===== src/rtl/feat_pkg.sv =====
// rtl/feat_pkg.sv - shared sizes, kept-feature mask and FSM states for the frame assembler
package feat_pkg;

    localparam int FEAT_W   = 8;
    localparam int NUM_FEAT = 7;

    // Only these feature indices feed the downstream decision tree.
    localparam logic [NUM_FEAT-1:0] KEEP_MASK = 7'b111_0011;

    typedef enum logic {
        ST_COLLECT = 1'b0,
        ST_HOLD    = 1'b1
    } state_t;

endpackage


===== src/rtl/feature_frame_assembler_if.sv =====
// rtl/feature_frame_assembler_if.sv - beat input, feature output and status bundle of the assembler
interface feature_frame_assembler_if #(
    parameter int FEAT_W = feat_pkg::FEAT_W
);

    logic              in_valid;
    logic              in_ready;
    logic [FEAT_W-1:0] in_data;
    logic              in_last;
    logic [FEAT_W-1:0] X0;
    logic [FEAT_W-1:0] X1;
    logic [FEAT_W-1:0] X4;
    logic [FEAT_W-1:0] X5;
    logic [FEAT_W-1:0] X6;
    logic              out_valid;
    logic              out_ready;
    logic              frame_err;
    logic [15:0]       frame_cnt;

    modport slave (
        input  in_valid, in_data, in_last, out_ready,
        output in_ready, X0, X1, X4, X5, X6, out_valid, frame_err, frame_cnt
    );

    modport master (
        output in_valid, in_data, in_last, out_ready,
        input  in_ready, X0, X1, X4, X5, X6, out_valid, frame_err, frame_cnt
    );

endinterface


===== src/rtl/feature_frame_assembler.sv =====
// rtl/feature_frame_assembler.sv - collects indexed feature beats into a registered frame for the classifier
module feature_frame_assembler #(
    parameter int FEAT_W   = feat_pkg::FEAT_W,
    parameter int NUM_FEAT = feat_pkg::NUM_FEAT
) (
    input  logic                       clk,
    input  logic                       rst_n,
    feature_frame_assembler_if.slave   bus
);

    import feat_pkg::state_t;
    import feat_pkg::ST_COLLECT;
    import feat_pkg::ST_HOLD;
    import feat_pkg::KEEP_MASK;

    localparam int              IDX_W    = $clog2(NUM_FEAT);
    localparam logic [IDX_W-1:0] LAST_IDX = IDX_W'(NUM_FEAT - 1);

    state_t             state_q, state_d;
    logic [IDX_W-1:0]   idx_q, idx_d;
    logic               in_ready_q, in_ready_d;
    logic               out_valid_q, out_valid_d;
    logic               frame_err_q, frame_err_d;
    logic [15:0]        cnt_q, cnt_d;
    logic [FEAT_W-1:0]  shadow_q [NUM_FEAT];
    logic [FEAT_W-1:0]  shadow_d [NUM_FEAT];
    logic [FEAT_W-1:0]  x0_q, x1_q, x4_q, x5_q, x6_q;
    logic [FEAT_W-1:0]  x0_d, x1_d, x4_d, x5_d, x6_d;
    logic               accept;
    logic               at_last;
    logic               transfer;

    assign accept  = bus.in_valid && in_ready_q;
    assign at_last = (idx_q == LAST_IDX);

    always_comb begin
        state_d     = state_q;
        idx_d       = idx_q;
        out_valid_d = out_valid_q;
        frame_err_d = 1'b0;
        cnt_d       = cnt_q;
        shadow_d    = shadow_q;
        x0_d        = x0_q;
        x1_d        = x1_q;
        x4_d        = x4_q;
        x5_d        = x5_q;
        x6_d        = x6_q;
        transfer    = 1'b0;

        if (out_valid_q && bus.out_ready) begin
            out_valid_d = 1'b0;
        end

        case (state_q)
            ST_COLLECT: begin
                if (accept) begin
                    if (KEEP_MASK[idx_q]) begin
                        shadow_d[idx_q] = bus.in_data;
                    end
                    if (at_last && bus.in_last) begin
                        idx_d = '0;
                        if (!out_valid_q || bus.out_ready) begin
                            transfer = 1'b1;
                        end else begin
                            state_d = ST_HOLD;
                        end
                    end else if (at_last || bus.in_last) begin
                        // Length mismatch either way: the partial frame is abandoned.
                        idx_d       = '0;
                        frame_err_d = 1'b1;
                    end else begin
                        idx_d = idx_q + IDX_W'(1);
                    end
                end
            end
            ST_HOLD: begin
                if (bus.out_ready) begin
                    transfer = 1'b1;
                    state_d  = ST_COLLECT;
                end
            end
            default: state_d = ST_COLLECT;
        endcase

        // shadow_d already carries the final beat when the frame completes in COLLECT.
        if (transfer) begin
            x0_d        = shadow_d[0];
            x1_d        = shadow_d[1];
            x4_d        = shadow_d[4];
            x5_d        = shadow_d[5];
            x6_d        = shadow_d[6];
            out_valid_d = 1'b1;
            cnt_d       = cnt_q + 16'd1;
        end

        in_ready_d = (state_d == ST_COLLECT);
    end

    always_ff @(posedge clk or negedge rst_n) begin
        if (!rst_n) begin
            state_q     <= ST_COLLECT;
            idx_q       <= '0;
            in_ready_q  <= 1'b0;
            out_valid_q <= 1'b0;
            frame_err_q <= 1'b0;
            cnt_q       <= '0;
            x0_q        <= '0;
            x1_q        <= '0;
            x4_q        <= '0;
            x5_q        <= '0;
            x6_q        <= '0;
            for (int i = 0; i < NUM_FEAT; i++) begin
                shadow_q[i] <= '0;
            end
        end else begin
            state_q     <= state_d;
            idx_q       <= idx_d;
            in_ready_q  <= in_ready_d;
            out_valid_q <= out_valid_d;
            frame_err_q <= frame_err_d;
            cnt_q       <= cnt_d;
            x0_q        <= x0_d;
            x1_q        <= x1_d;
            x4_q        <= x4_d;
            x5_q        <= x5_d;
            x6_q        <= x6_d;
            shadow_q    <= shadow_d;
        end
    end

    assign bus.in_ready  = in_ready_q;
    assign bus.out_valid = out_valid_q;
    assign bus.frame_err = frame_err_q;
    assign bus.frame_cnt = cnt_q;
    assign bus.X0        = x0_q;
    assign bus.X1        = x1_q;
    assign bus.X4        = x4_q;
    assign bus.X5        = x5_q;
    assign bus.X6        = x6_q;

endmodule


===== src/flat_wrapper.sv =====
// flat-port wrapper written by rule: the top's interface ports become plain ports
module feature_frame_assembler_flat import feat_pkg::state_t; import feat_pkg::ST_COLLECT; import feat_pkg::ST_HOLD; import feat_pkg::KEEP_MASK;
#(
    parameter int FEAT_W   = feat_pkg::FEAT_W,
    parameter int NUM_FEAT = feat_pkg::NUM_FEAT
)
  (clk, rst_n, bus_in_valid, bus_in_data, bus_in_last, bus_out_ready, bus_in_ready, bus_X0, bus_X1, bus_X4, bus_X5, bus_X6, bus_out_valid, bus_frame_err, bus_frame_cnt);
  feature_frame_assembler_if #(.FEAT_W(FEAT_W)) bus_i ();
  input  logic clk;
  input  logic rst_n;
  input wire logic [$bits(bus_i.in_valid)-1:0] bus_in_valid;
  input wire logic [$bits(bus_i.in_data)-1:0] bus_in_data;
  input wire logic [$bits(bus_i.in_last)-1:0] bus_in_last;
  input wire logic [$bits(bus_i.out_ready)-1:0] bus_out_ready;
  output wire logic [$bits(bus_i.in_ready)-1:0] bus_in_ready;
  output wire logic [$bits(bus_i.X0)-1:0] bus_X0;
  output wire logic [$bits(bus_i.X1)-1:0] bus_X1;
  output wire logic [$bits(bus_i.X4)-1:0] bus_X4;
  output wire logic [$bits(bus_i.X5)-1:0] bus_X5;
  output wire logic [$bits(bus_i.X6)-1:0] bus_X6;
  output wire logic [$bits(bus_i.out_valid)-1:0] bus_out_valid;
  output wire logic [$bits(bus_i.frame_err)-1:0] bus_frame_err;
  output wire logic [$bits(bus_i.frame_cnt)-1:0] bus_frame_cnt;
  assign bus_i.in_valid = bus_in_valid;
  assign bus_i.in_data = bus_in_data;
  assign bus_i.in_last = bus_in_last;
  assign bus_i.out_ready = bus_out_ready;
  assign bus_in_ready = bus_i.in_ready;
  assign bus_X0 = bus_i.X0;
  assign bus_X1 = bus_i.X1;
  assign bus_X4 = bus_i.X4;
  assign bus_X5 = bus_i.X5;
  assign bus_X6 = bus_i.X6;
  assign bus_out_valid = bus_i.out_valid;
  assign bus_frame_err = bus_i.frame_err;
  assign bus_frame_cnt = bus_i.frame_cnt;
  feature_frame_assembler #(.FEAT_W(FEAT_W), .NUM_FEAT(NUM_FEAT)) u_core (.clk(clk), .rst_n(rst_n), .bus(bus_i));
endmodule

===== config.mk =====
export PLATFORM = sky130hd
export DESIGN_NAME = feature_frame_assembler_flat
export DESIGN_NICKNAME = d
export VERILOG_FILES = /design/src/rtl/feat_pkg.sv /design/src/rtl/feature_frame_assembler_if.sv /design/src/rtl/feature_frame_assembler.sv /design/src/flat_wrapper.sv
export SDC_FILE = /design/constraint.sdc
export NUM_CORES = 1
export LEC_CHECK = 0
export ABC_AREA = 1
export CAP_MARGIN = 20
export CELL_PAD_IN_SITES_DETAIL_PLACEMENT = 1
export CELL_PAD_IN_SITES_GLOBAL_PLACEMENT = 1
export CORE_MARGIN = 10
export CORE_UTILIZATION = 35
export DETAILED_ROUTE_END_ITERATION = 7
export GPL_ROUTABILITY_DRIVEN = 0
export HOLD_SLACK_MARGIN = 0.12
export PLACE_DENSITY_LB_ADDON = 0.1
export SLEW_MARGIN = 20
export SYNTH_ARGS = -nofsm -noshare
export SYNTH_HDL_FRONTEND = slang
export SYNTH_SLANG_ARGS = --single-unit
export TNS_END_PERCENT = 20

===== constraint.sdc =====
create_clock -name clk -period 1.9 [get_ports clk]
set_input_delay 0.19 -clock clk [delete_from_list [all_inputs] [get_ports clk]]
set_output_delay 0.19 -clock clk [all_outputs]
set_load 0.01 [all_outputs]

[After elaboration in Yosys (flattened, before gate mapping)]
Memory sizes are Yosys's and may differ from the RTL's.
Index checks and enable logic that the tools add are counted.
Storage, ports and cells
  word-level logic and storage cells: 63
  output and inout port bits: 59
  bits in read-only memories: 8
  flip-flop bits (word level): 119
  memories: 1
  bits of input ports: 13
Cells by class
  add/subtract/negate cells: 2
  eq/ne operators: 1
  reductions and logical operators: 10
  mux-type cells: 25
  order comparisons: 3
  bitwise operators: 3
Memory list
  (name not given): words 8, bits a word 1, read ports 1, clocked after memory_dff 0, write ports 0, RTL line feature_frame_assembler.sv:57  | if (KEEP_MASK[idx_q]) begin
Operator list (count)
  2-to-1 mux 56 bit: 3
  bitwise mux 56 bit: 1
  demux 8 bit (select 3 bit): 1
  adder 16 x 1 -> 16 bit (second input constant): 1
  2-to-1 mux 1 bit: 15
  2-to-1 mux 8 bit: 1
  2-to-1 mux 3 bit: 2
  greater-or-equal comparator 4 bit (second input constant): 1
  logical AND 1 bit: 4
  < comparator 3 x 4 -> 1 bit (second input constant): 1
  < comparator 4 x 1 -> 1 bit (second input constant): 1
  inverter 3 -> 4 bit: 1
  one-hot mux 1 bit (2 select lines): 2
  adder 3 x 1 -> 3 bit (second input constant): 1
  equality test 3 bit (second input constant): 1
  AND reduction 3 bit: 1
  logical OR 1 bit: 2
  inverter 1 bit: 2
  AND reduction 2 bit: 1
  nonzero test 2 bit: 1
  zero test 1 bit: 1

[Depth between registers and ports, before layout]
Gate-level depths: netlist of run 1.
  depth in word-level cells: 9
  mapped depth: 12
  mapped depth without buffers: 10

[Least setup slack after synthesis of run 1]
No wires, ideal clock.
  path kind: reg2reg
  start point: register u_core.idx_q[0]
  end point: register u_core.x0_q[0] (netlist: u_core.bus.X0[0])
  arrival: 1.474 ns
  setup time: 0.116 ns
  slack: 0.310 ns
  stages on the path, launching flop included: 12
  buffers on the path: 2
  data required time: 1.784 ns
  path through: dfrtp_1 -> inv_2 -> ha_1 -> nand2_1 -> inv_1 -> ha_1 -> nand3_1 -> nand2_2 -> buf_6 -> buf_4 -> nand2_1 -> nand2_1
On the way
  cells in the longest elaborated chain, start to end: 9
RTL lines
  from (decl): RTL line feature_frame_assembler.sv:20  | logic [IDX_W-1:0] idx_q, idx_d;
  from (signal assigned): RTL line feature_frame_assembler.sv:117  | idx_q <= idx_d;
  inverter 3 -> 4 bit (not written as such): RTL line feature_frame_assembler.sv:58  | shadow_d[idx_q] = bus.in_data;
  greater-or-equal comparator 4 bit (not written as such) / < comparator 4 x 1 -> 1 bit (equally long branches): RTL line feature_frame_assembler.sv:58
  logical AND 1 bit (not written as such): RTL line feature_frame_assembler.sv:58
  2-to-1 mux 8 bit (not written as such): RTL line feature_frame_assembler.sv:58
  demux 8 bit (select 3 bit): RTL line feature_frame_assembler.sv:58
  bitwise mux 56 bit: RTL line feature_frame_assembler.sv:58
  2-to-1 mux 56 bit: RTL line feature_frame_assembler.sv:57
  2-to-1 mux 56 bit: RTL line feature_frame_assembler.sv:56  | if (accept) begin
  2-to-1 mux 56 bit: RTL line feature_frame_assembler.sv:54  | case (state_q)
  to (signal assigned): RTL line feature_frame_assembler.sv:107  | x0_q <= '0;
  to (signal assigned): RTL line feature_frame_assembler.sv:122  | x0_q <= x0_d;
  to (decl): RTL line feature_frame_assembler.sv:27  | logic [FEAT_W-1:0] x0_q, x1_q, x4_q, x5_q, x6_q;
Several ways; a longest one is shown, not always the timed one. The select of a mux whose other input is x is not followed.
A chain may end at the register's enable or synchronous reset.

[Worst setup path in the final report of run 1]
  start point: register u_core.idx_q[0]
  end point: register u_core.x4_q[0] (netlist: u_core.bus.X4[0])
On the way
  cells in the longest elaborated chain, start to end: 9
RTL lines
  inverter 3 -> 4 bit (not written as such): RTL line feature_frame_assembler.sv:58
  greater-or-equal comparator 4 bit (not written as such) / < comparator 4 x 1 -> 1 bit (equally long branches): RTL line feature_frame_assembler.sv:58
  logical AND 1 bit (not written as such): RTL line feature_frame_assembler.sv:58
  2-to-1 mux 8 bit (not written as such): RTL line feature_frame_assembler.sv:58
  demux 8 bit (select 3 bit): RTL line feature_frame_assembler.sv:58
  bitwise mux 56 bit: RTL line feature_frame_assembler.sv:58
  2-to-1 mux 56 bit: RTL line feature_frame_assembler.sv:57
  2-to-1 mux 56 bit: RTL line feature_frame_assembler.sv:56
  2-to-1 mux 56 bit: RTL line feature_frame_assembler.sv:54
  to (signal assigned): RTL line feature_frame_assembler.sv:109  | x4_q <= '0;
  to (signal assigned): RTL line feature_frame_assembler.sv:124  | x4_q <= x4_d;
  to (decl): RTL line feature_frame_assembler.sv:27
Several ways; a longest one is shown, not always the timed one. The select of a mux whose other input is x is not followed.

==> results.toml, run 1 <==
[outcome]
status = "completed"

[layout]
fin_area_sq_um = 5700
antenna_cells = 0
drive_gt1_share_pct = 7.59
nNetsFinal = 593
fillerInstances = 1511
area_growth_pct = 28.7

[grt]
grt_antenna_before_repair = 0
grt.overflow.total = 0
grt_pass1_wl_microns = 20500
track_usage_pct = 14.2
grt_pass1_vias = 3904
grt_max_degree = 62

[clocking]
cts_setup_buffers = 0
cts_max_level = 3
cts_root_buf = "clkbuf_16"
clk_latency_ns = 0.35
clock_path_buffers = 2
cts.sinks = 103
tritoncts = "built"
cts_buffers = 9
path_clk_slew_ns = 0.07

[placement]
place_area_sq_um = 5300
dp_hpwl_microns = 8290
portBuffers = 71

[die]
die-height_microns = 132
start_util_pct = 35.4
rows = 41
core_sq_um = 12500
die_w_microns = 132
dieArea_sq_um = 17600
ios = 72

[logic_synthesis]
ys_seq_area_share_pct = 58.2
synthCells = 500
yosys_warnings = 0
ys_types = 25
synth_nets = 518
synthesis.area_sq_um = 4430
synth.top_cell.area_share_pct = 58.2
synth_seq_cells = 103
yosysTopAreaCell = "dfrtp_1"
synthTopCellsByArea = "dfrtp_1 (58%), nand2_1 (18%), o21ai_0 (4.4%)"
avgSynthCellArea_sq_um = 8.86

[sta]
finalHoldViolations = 0
final_max_slew_viol_count = 0
period_share_pct = 92.1
max_slew_margin_pct = 73.9
setup-violations-final = 0
tightest_slew_ns = 0.391
fin_crit_ns = 1.75
skew_ns = 0.00604
fmax_mhz = 572

[routing]
drc = 0
drtIter0Drc = 132
drt-total-wl_microns = 12100
vias_per_cell = 4.68
first_pass_iters = 4
wire_per_inst_microns = 16.1
vias = 3518
postRouteAntennaNets = 0

[worst_setup_path]
endpoint = "u_core.bus.X4[0]"
worstReg2RegEnd = "u_core.bus.X4[0]"
crit-reg2reg-launch = "u_core.idx_q[0]"
crit_fanout = 24
worstPathArrival_ns = 1.97
reg2reg_setup_slack_ns = 0.15
criticalPathCategory = "reg -> reg"
required_ns = 2.12
crit_path_end_kind = "flip-flop"
start_kind = "flip-flop"
cpPeakStageDelay_ns = 0.39
cp_cell_sequence = "inv_2, ha_1, nand2_1, inv_1, ha_1, nand3_1, nand2_4, inv_4, clkbuf_16, nand2_1, o21ai_0"
startpoint = "u_core.idx_q[0]"
cpMaxStageDelayCell = "dfrtp_1"
r2r_cells = 11

[power_and_ir_drop]
power_mw = 6.96
swShare_pct = 29.3
ir_drop_v = 0.000361
p_sw_mw = 2.04
power_density_nw_per_um2 = 1220
comb_power_share_pct = 24.2
seqPwrFrac_pct = 44.2
power_leakage_nw = 2.82
p_int_mw = 4.92
power.share.clock_pct = 31.6

[min_path]
hold_path_class = "in -> async"

[run]
maxCapViolations = 0
-- repair_timing --
action                                  4_1_cts  5_1_grt
resized for setup                             0        2
hold endpoints to repair                    103        0
hold buffers                                  1        0
endpoints found under the setup margin        0       15
-- worst max-delay path: cells and delay by family (launching register included) --
family / cells / cell delay [ns]
AOI/OAI and AO/OA: 1 / 0.07
and+or+nand+nor: 4 / 0.40
buffers and inverters: 4 / 0.42
DFF: 1 / 0.39
adders and majority gates: 2 / 0.33
-- routing by layer --
metal,GRT usage [%],wire [microns]
met5,0,0
met1,18.6,5800
met4,4.16,181
met2,22.0,5520
met3,4.31,584
-- stage by stage --
stage	setup WS, ns	utilization (%)	hold slack, ns	std cells	setup TNS, ns
after floorplan	0.310	-	-0.106	500	0
final	0.151	45.5	0.207	752	0
after CTS	0.130	45.3	0.202	751	0
after detailed placement	0.0548	42.4	0.0256	734	0
after global routing	-0.00296	45.5	0.209	752	-0.00584
after global placement	0.0815	42.4	0.0222	734	0
-- registers in the layout (all words and copies together), names as in the netlist --
signal and count:
u_core.bus.X0 8, u_core.bus.X1 8, u_core.bus.X4 8, u_core.bus.X5 8, u_core.bus.X6 8, u_core.bus.frame_cnt 16, u_core.bus.frame_err 1, u_core.bus.in_ready 1
u_core.bus.out_valid 1, u_core.idx_q 3, u_core.shadow_q 40, u_core.state_q 1
-- cell usage in the layout (no fill, tap or decap), types with 4 or more instances in the layout --
| cell | count |
|---|---|
| o21ai_2 | 7 |
| ha_1 | 5 |
| clkdlybuf4s50_1 | 70 |
| o21ai_1 | 9 |
| nand2_1 | 215 |
| nand3_1 | 10 |
| xnor2_1 | 4 |
| o21ai_0 | 39 |
| buf_4 | 5 |
| nor2_1 | 20 |
| nand4_1 | 6 |
| inv_1 | 44 |
| dfrtp_1 | 103 |
| buf_12 | 4 |
| clkbuf_16 | 10 |
-- cell families (layout without fill, tap and decap cells) --
kind of cell	count (synthesis)	in the layout	share of synthesized area, %
flops	103	103	58.2
simple gates	264	264	24.4
xor+xnor	6	6	1.19
buf+inv	64	144	7.63
fa+ha+maj	5	5	1.41
compound gates	58	58	7.23
-- cells in the mapped netlist --
library cell and instances:
ha_1 5, nor2_8 1, nor3_1 2, xor2_1 2, o22ai_1 1, a21o_1 1
buf_6 11, o21ai_1 9, nor2_4 1, nand2_1 215, a21oi_1 1, o21ai_0 39
nand4_1 6, dfrtp_1 103, buf_2 3, nand3_2 2, o21ai_2 7, nor2_1 20
nand2_2 4, inv_2 3, nand3_1 10, buf_4 3, xnor2_1 4, nand3b_1 3
inv_1 44
-- area by class of cell --
| class | count | area (sq um) | share of cell area (%) |
|---|---|---|---|
| Clock buffer | 11 | 253 | 4.43 |
| Clock inverter | 5 | 104 | 1.82 |
| Inverter | 47 | 179 | 3.14 |
| Multi-Input combinational cell | 333 | 1520 | 26.6 |
| Sequential cell | 103 | 2580 | 45.2 |
| Tap cell | 172 | 215 | 3.78 |
| Timing Repair Buffer | 81 | 853 | 15.0 |
-- how the worst min path moves through the flow --
stage,start,to,depth (start not counted)
6_report,rst_n,u_core.bus.X4[0],2
5_1_grt,rst_n,u_core.bus.frame_err,2
4_1_cts,rst_n,u_core.bus.frame_err,2
3_5_place_dp,rst_n,u_core.bus.X4[5],1
3_3_place_gp,rst_n,u_core.bus.X4[5],1
2_1_floorplan,rst_n,u_core.bus.X0[0],0
-- power by group through the flow --
stage	logic (mW)	clock network [mW]	registers [mW]
2_1_floorplan	0.839	0	3.17
4_1_cts	1.73	2.25	3.09
5_1_grt	1.94	2.35	3.16
3_3_place_gp	1.65	0	3.10
6_report	1.69	2.20	3.08
3_5_place_dp	1.71	0	3.12
(Power assumes the default switching activity.)
==> run 2, diff against run 1 <==
--- a/config.mk
+++ b/config.mk
@@ -6,7 +6,7 @@
 export NUM_CORES = 1
 export LEC_CHECK = 0
 export ABC_AREA = 1
-export CAP_MARGIN = 20
+export CAP_MARGIN = 40
 export CELL_PAD_IN_SITES_DETAIL_PLACEMENT = 1
 export CELL_PAD_IN_SITES_GLOBAL_PLACEMENT = 1
 export CORE_MARGIN = 10
==> results of run 2 <==
No change in the layout: final DEF, timing and power equal those of run 1.
==> run 3, diff against run 2 <==
--- a/config.mk
+++ b/config.mk
@@ -10,11 +10,12 @@
 export CELL_PAD_IN_SITES_DETAIL_PLACEMENT = 1
 export CELL_PAD_IN_SITES_GLOBAL_PLACEMENT = 1
 export CORE_MARGIN = 10
-export CORE_UTILIZATION = 35
+export CORE_UTILIZATION = 40
 export DETAILED_ROUTE_END_ITERATION = 7
 export GPL_ROUTABILITY_DRIVEN = 0
 export HOLD_SLACK_MARGIN = 0.12
 export PLACE_DENSITY_LB_ADDON = 0.1
+export SETUP_SLACK_MARGIN = 0.2
 export SLEW_MARGIN = 20
 export SYNTH_ARGS = -nofsm -noshare
 export SYNTH_HDL_FRONTEND = slang
==> results.toml, run 3 (synthesis gave the netlist of run 1 again) <==
[outcome]
status = "completed"

[die]
die_w_microns = 125
core_sq_um = 10800
die-height_microns = 125
dieArea_sq_um = 15700
rows = 38
ios = 72
start_util_pct = 40.9

[routing]
postRouteAntennaNets = 0
vias_per_cell = 4.89
wire_per_inst_microns = 16.8
highest_layer = "met4"
vias = 3551
drtIter0Drc = 200
wl_met3_microns = 531
drt-total-wl_microns = 12200
dr_wl_met2_microns = 5930
first_pass_iters = 4
met1_length_microns = 5440
drc = 0

[layout]
nNetsFinal = 600
fin_area_sq_um = 5600
final_common_cell = "nand2_1"
final_util_pct = 51.6
area_growth_pct = 26.4
multi_input_area_sq_um = 1550
fillerInstances = 1319
mostFrequentLayoutCells = "nand2_1 (215), dfrtp_1 (102), clkdlybuf4s50_1 (70), inv_1 (43), o21ai_0 (33)"
final-seq-area_sq_um = 2580
antenna_cells = 0
drive_gt1_share_pct = 9.56
largest_reg_flops = 40
largest_register = "u_core.shadow_q"

[sta]
skew_ns = 0.0118
setup-violations-final = 0
max_slew_margin_pct = 71.2
hold_ws_ns = 0.296
tightest_slew_ns = 0.432
period_share_pct = 88.7
final_max_slew_viol_count = 0
fin_crit_ns = 1.69
tns_ns = 0
rsz0062_at_grt = "yes"
finalHoldViolations = 0
fmax_mhz = 593

[placement]
portBuffers = 71
place_area_sq_um = 5260
dp_hpwl_microns = 8440

[clocking]
cts_buffers = 9
clk_latency_ns = 0.37
cts_root_buf = "clkbuf_8"
cts_max_level = 3
path_clk_slew_ns = 0.10
tritoncts = "built"
clock_path_buffers = 2
cts.sinks = 103

[grt]
track_usage_pct = 15.3
grt_max_degree = 52
grt_antenna_before_repair = 0
grt_pass1_wl_microns = 20100
grt_pass1_vias = 3993
grt.overflow.total = 0

[worst_setup_path]
startpoint = "u_core.idx_q[0]"
crit_fanout = 6
cp_cell_sequence = "inv_2, ha_1, nand2_1, inv_2, ha_4, nand3_2, nand2_4, buf_4, buf_4, o21ai_0, o21ai_1"
crit_path_end_kind = "flip-flop"
critPathBufInv = 4
crit-reg2reg-launch = "u_core.idx_q[0]"
required_ns = 2.16
worstPathArrival_ns = 1.95
criticalPathCategory = "reg -> reg"
crit_family = "buffers and inverters"
start_kind = "flip-flop"
cpMaxStageDelayCell = "dfrtp_1"
cpPeakStageDelay_ns = 0.38

[power_and_ir_drop]
power_leakage_nw = 2.78
power_density_nw_per_um2 = 1140
ir_drop_v = 0.000534

[min_path]
hold_path_class = "in -> async"

[run]
maxCapViolations = 0
-- run 3: cell types whose count changed in the layout (fill, tap and decap cells not counted), moves of 2 or more --
cell | before | now
nand3_1 | 10 | 8
nand3_2 | 2 | 4
ha_1 | 5 | 3
o21ai_0 | 39 | 33
buf_4 | 5 | 11
clkbuf_16 | 10 | 1
clkbuf_8 | 2 | 9
o21ai_1 | 9 | 15
-- run 3: routing by layer --
metal  vias to the layer above  GRT usage, %
met5                         -             0
met4                         0          5.56
met3                        23          3.63
met2                        67          25.8
met1                      1757          18.7
li1                       1704             -
-- run 3: worst paths after layout --
kind / to / slack, ns / depth (start not counted)
worst max-delay path: u_core.bus.frame_cnt[5] / 0.21 / 11
worst min-delay path: u_core.bus.in_ready / 0.30 / 2
worst min register to register: u_core.shadow_q[53] / 0.48 / 2
max in group asynchronous: u_core.shadow_q[10] / 0.94 / 3
min in group clk: u_core.shadow_q[53] / 0.48 / 2
worst max register to register: u_core.bus.frame_cnt[5] / 0.21 / 11
-- run 3: through the flow --
stage               total power [mW]  setup slack (ns)  cells
detailed placement              4.84            0.0399    704
global route                    6.80            0.0798    726
floorplan                       4.00             0.310    500
global placement                4.72             0.106    704
finish                          6.35             0.214    726
CTS                             6.37             0.202    723
-- run 3: final cells by class --
cell class	instances	share of cell area [%]
flip-flops and latches	103	46.1
multi-input cells	333	27.6
repair buffers	88	16.2
inverters	47	3.20
well taps	140	3.13
clock buffers	10	2.28
clock inverters	5	1.45
-- run 3: what timing repair did --
item                                    in CTS  in global routing
hold buffers                                 1                  0
resized for setup                            2                 18
buffers inserted                             3                  2
endpoints found under the setup margin      13                 57
pin swaps                                    1                  1
cloned                                       0                  1
endpoints found under the hold margin       29                  0
-- run 3: power by group --
group | total [mW] | switching (mW) | internal (mW)
Combinational | 1.76 | 0.959 | 0.801
Clock | 1.51 | 0.770 | 0.739
Sequential | 3.08 | 0.289 | 2.80
